--- config.mk ---
export PLATFORM = sky130hd
export DESIGN_NAME = state_row_packer
export DESIGN_NICKNAME = d
export VERILOG_FILES = /design/src/rtl/state_row_packer.sv
export SDC_FILE = /design/constraint.sdc
export NUM_CORES = 1
export LEC_CHECK = 0
export BUFFER_PORTS_ARGS = -buffer_cell sky130_fd_sc_hd__buf_2
export CAP_MARGIN = 30
export CORE_UTILIZATION = 52
export CTS_CLUSTER_SIZE = 8
export DETAILED_ROUTE_END_ITERATION = 6
export GPL_TIMING_DRIVEN = 0
export PLACE_DENSITY = 0.72
export SLEW_MARGIN = 25
export SYNTH_ARGS = -nofsm -noshare
export SYNTH_HDL_FRONTEND = slang
export SYNTH_SLANG_ARGS = --single-unit
--- constraint.sdc ---
create_clock -name clk -period 15.23 [get_ports clk]
set_input_delay 3.046 -clock clk [delete_from_list [all_inputs] [get_ports clk]]
set_output_delay 3.046 -clock clk [all_outputs]
set_load 0.1 [all_outputs]
--- src/rtl/state_row_packer.sv ---
// Byte-transpose packer: LANES column words per beat fill a COLS-column block, drained one row per cycle.
// Latency: row 0 valid the cycle after the last beat; ping-pong banks, in_ready drops only when the fill bank is still draining.
module state_row_packer #(
  parameter int WORD_W = 32,
  parameter int LANES  = 2,
  parameter int COLS   = 4
) (
  input  logic                          clk,
  input  logic                          rst_n,
  input  logic                          clear,
  input  logic                          in_valid,
  output logic                          in_ready,
  input  logic [LANES*WORD_W-1:0]       in_words,
  output logic                          out_valid,
  input  logic                          out_ready,
  output logic [COLS*8-1:0]             out_row,
  output logic [$clog2(WORD_W/8)-1:0]   out_row_idx,
  output logic                          out_last
);
  localparam int ROWS  = WORD_W / 8;
  localparam int BEATS = COLS / LANES;
  localparam int RIW   = $clog2(ROWS);
  localparam int BCW   = (BEATS > 1) ? $clog2(BEATS) : 1;

  logic [WORD_W-1:0] bank [2][COLS];
  logic [1:0]        full;
  logic              fb;
  logic              db;
  logic [BCW-1:0]    bc;
  logic [RIW-1:0]    rc;
  logic              in_fire;
  logic              out_fire;
  logic              fill_done;
  logic              drain_done;

  // Handshake readiness depends on registered state only, never on out_ready.
  assign in_ready    = !full[fb];
  assign out_valid   = full[db];
  assign in_fire     = in_valid && in_ready;
  assign out_fire    = out_valid && out_ready;
  assign fill_done   = in_fire && (bc == BCW'(BEATS - 1));
  assign drain_done  = out_fire && (rc == RIW'(ROWS - 1));
  assign out_row_idx = rc;
  assign out_last    = out_valid && (rc == RIW'(ROWS - 1));

  always_ff @(posedge clk or negedge rst_n) begin
    if (!rst_n) begin
      full <= '0;
      fb   <= 1'b0;
      db   <= 1'b0;
      bc   <= '0;
      rc   <= '0;
    end else if (clear) begin
      full <= '0;
      fb   <= 1'b0;
      db   <= 1'b0;
      bc   <= '0;
      rc   <= '0;
    end else begin
      if (in_fire)
        bc <= fill_done ? '0 : bc + BCW'(1);
      // Fill and drain always target different banks, so both may complete together.
      if (fill_done) begin
        full[fb] <= 1'b1;
        fb       <= ~fb;
      end
      if (out_fire)
        rc <= drain_done ? '0 : rc + RIW'(1);
      if (drain_done) begin
        full[db] <= 1'b0;
        db       <= ~db;
      end
    end
  end

  // Bank storage is deliberately not reset; full flags gate its visibility.
  always_ff @(posedge clk) begin
    if (in_fire && !clear) begin
      for (int c = 0; c < COLS; c++) begin
        if (BCW'(c / LANES) == bc)
          bank[fb][c] <= in_words[(LANES-1-(c%LANES))*WORD_W +: WORD_W];
      end
    end
  end

  always_comb begin
    out_row = '0;
    for (int c = 0; c < COLS; c++) begin
      for (int r = 0; r < ROWS; r++) begin
        if (rc == RIW'(r))
          out_row[(COLS-1-c)*8 +: 8] = bank[db][c][WORD_W-1-8*r -: 8];
      end
    end
  end
endmodule

==> metrics.cfg <==
[global_route]
grt_use_total_pct = 24.42
grt_first_pass_wirelength_mm = 35.91
grt_pass1_vias = 6304
globalRouteOverflowTotal = 0
grt_max_degree = 11
antenna_found_initial = 6

[clock_tree]
cts.clk_slew.worst_paths_ns = 0.05
cts_sinks = 263
cts.repair.resized = 0
cts_tree = yes
cts_inserted_buffers = 38
clk_path_buf_depth = 3
clk_latency_ns = 0.51
cts_setup_buffers = 0
htreeDepth = 2
cts_root_buf = clkbuf_16
holdBufCountCts = 0

[sta]
maxSlewHeadroom_pct = 32.48
tightestPinTransition_ns = 1.013
setup_ws_ns = 8.987
setup_viol_count_final = 0
fin_crit_sh_pct = 40.99
drv_slew = 0
rsz0062_at_grt = no
hold_viol_final = 0
fmax_mhz = 160.2
period_minus_slack_ns = 6.243
fin_worst_skew_ns = 0.01004

[die]
start_util_pct = 53.41
die_h_um = 143.8
die_w_um = 143.8
coreArea_mm2 = 0.01959
rows = 51
die-area_mm2 = 0.02069
ios = 106

[critical_path]
worst-path-buf-inv = 4
start_kind = flip-flop
crit_family = buffers and inverters
crit_slowest_cell = clkbuf_1
critical_path_required_ns = 12.18
critPathCaptureType = output port
cp_cell_sequence = inv_1 -> ha_1 -> or2_2 -> clkbuf_1 -> clkbuf_1 -> a221oi_1 -> a221oi_1 -> buf_2
arrival_ns = 3.20
ff2ff_setup_slack_ns = 12.51
r2r_cells = 7
r2r-end = bank[1][108]
path_class = flip-flop to output port
cpPeakStageDelay_ns = 0.64
r2r-start = bc
path_max_fanout = 10

[layout]
ff_latch_area_mm2 = 0.007863
fillerInstances = 1371
layout.nets = 803
drive_gt1_share_pct = 40.98
fin_cells = 1007
multi_input_area_mm2 = 0.002307
area_growth_pct = 21.35

[yosys]
synth-seq-cells = 263
synthMuxAreaShare_pct = 13.47
synth_nets = 607
synth_area_per_cell_um2 = 19.59
synth.distinct_cells = 32
synth_top_family_by_area = multiplexers
syn_inst = 534
synth_compound_area_share_pct = 6.936
synthAdderAreaFrac_pct = 0.4784
synthSimpleGateAreaFrac_pct = 0.9448
ys.warnings.count = 0
ys_seq_area_share_pct = 75.15
netlist_area_mm2 = 0.01046
synth_xor_area_share_pct = 0

[route]
vias = 5883
wirelength_mm = 24.39
wl_per_cell_um = 24.22
postRouteAntennaNets = 0
drc = 0
firstDrtPassIters = 5
via_per_inst = 5.842
first_iter_violations = 478

[status]
status = finished, final reports clean

[worst_hold_path]
whs_path_depth = 2
min-delay-start = out_row_idx[1]
holdCritPathClass = flip-flop to flip-flop
hold_end = out_row_idx[1]

[placed_design]
gp_congestion = 0.7759
place_ws_ns = 9.608
io_buffer_count = 104
dp_cells = 953
dpl.hpwl_mm = 16.58

[pwr]
vdd_ir_drop_max_uv = 90.92
p_leak_uw = 0.004376
power_density_mw_per_mm2 = 132.0

[flow_run]
maxCapViolCount = 0

## cell usage in the layout, fill, tap and decap left out, types with 5 or more instances in the layout
master     Yosys  final
a221oi_1      49     49
o21ai_0        5      5
mux2_2        58     58
buf_12         5      5
a21oi_1        6      6
diode_2        0      5
buf_2          8    142
buf_6          5     10
buf_4          1     18
mux2i_1       65     65
clkbuf_1      14     21
inv_1          7      7
clkbuf_16      0     39
dfrtp_1        7      7
edfxtp_1     256    256
a221oi_2      15     15
mux2_4         7      7
## metal layers
layer | vias to the layer above | part of all wire [%] | global-route usage, %
met5 | - | 0.053 | 0
met4 | 2 | 3.0 | 9.798
met3 | 67 | 7.9 | 7.398
met2 | 266 | 50 | 41.95
met1 | 2940 | 39 | 28.55
li1 | 2608 | - | -
## state kept, by name (all words and copies together) (netlist names)
| register | cells |
|---|---|
| bank | 256 |
| bc | 1 |
| db | 1 |
| fb | 1 |
| full | 2 |
| out_row_idx | 2 |
## cell usage after synthesis
| library cell | n | area share (%) |
|---|---|---|
| o21ai_0 | 5 | 0.24 |
| nor2_1 | 1 | 0.036 |
| a21oi_1 | 6 | 0.29 |
| nand2b_1 | 1 | 0.060 |
| or2_2 | 1 | 0.060 |
| a221oi_2 | 15 | 2.2 |
| nor4b_1 | 1 | 0.084 |
| ha_1 | 4 | 0.48 |
| buf_8 | 2 | 0.29 |
| nand2_1 | 2 | 0.072 |
| clkbuf_1 | 14 | 0.50 |
| or3_1 | 2 | 0.12 |
| nor3_1 | 1 | 0.048 |
| a31oi_1 | 1 | 0.060 |
| dfrtp_1 | 7 | 1.7 |
| a221oi_1 | 49 | 4.1 |
| buf_1 | 1 | 0.036 |
| buf_6 | 5 | 0.54 |
| edfxtp_1 | 256 | 73 |
| inv_1 | 7 | 0.25 |
| buf_2 | 8 | 0.38 |
| nor2b_1 | 2 | 0.12 |
| or4_1 | 1 | 0.072 |
| buf_12 | 5 | 0.96 |
| nor4_1 | 2 | 0.12 |
| mux2_2 | 58 | 6.2 |
| nand3_1 | 2 | 0.096 |
| buf_4 | 1 | 0.072 |
| and2_1 | 1 | 0.060 |
| mux2i_1 | 65 | 6.2 |
| a41o_1 | 1 | 0.096 |
| mux2_4 | 7 | 1.0 |
## worst register-to-register path: stages, from the launching register on
cell	delay, ns
dfrtp_1	0.41
nand2b_1	0.20
nor4b_2	0.70
buf_2	0.33
buf_2	0.24
buf_4	0.19
buf_2	0.19
buf_4	0.18
## stage by stage
stage,util (%),hold WS (ns),setup TNS [ns],total power (uW),area [um^2]
3_5_place_dp,59.47,0.6256,0,962.5,11650
5_1_grt,64.76,0.6773,0,1720,12690
4_1_cts,64.63,0.6409,0,1687,12660
2_1_floorplan,-,0.5519,0,923.6,10460
6_report,64.81,0.6418,0,1676,12700
3_3_place_gp,57.76,0.5657,-27.67,959.4,11310
## worst max path at each step
stage                               from      endpoint  depth (start not counted)
after floorplan                    clear  bank[1][100]                          2
after global placement             clear  bank[1][109]                          2
after detailed placement  out_row_idx[1]   out_row[10]                          7
after CTS                 out_row_idx[1]   out_row[10]                          7
after global routing      out_row_idx[1]   out_row[10]                          7
final                     out_row_idx[0]   out_row[10]                          8
## kinds of logic (layout without fill, tap and decap cells)
family	Yosys count	after routing
flip-flops	263	263
multiplexers	130	130
AO/OA/AOI/OAI	77	77
buffers and inverters	43	246
AND/OR/NAND/NOR	17	17
adder cells (fa/ha/maj)	4	4
other	0	5
## report_power, final
part / switching [uW] / leakage (uW) / total, uW / internal [uW]
clock network: 273 / 0.000493 / 726 / 453
logic: 98.8 / 0.00146 / 130 / 31.2
registers: 4.80 / 0.00242 / 820 / 815
## layout make-up
class                   instances  area share, %
diodes                          5        0.09855
inverters                       7         0.2070
flip-flops and latches        263          61.93
well taps                     265          2.612
repair buffers                156          6.731
multi-input cells             228          18.17
plain buffers                  36          2.286
clock buffers                  46          7.894
clock inverters                 1        0.06899
Power figures use the tool's default switching activity.
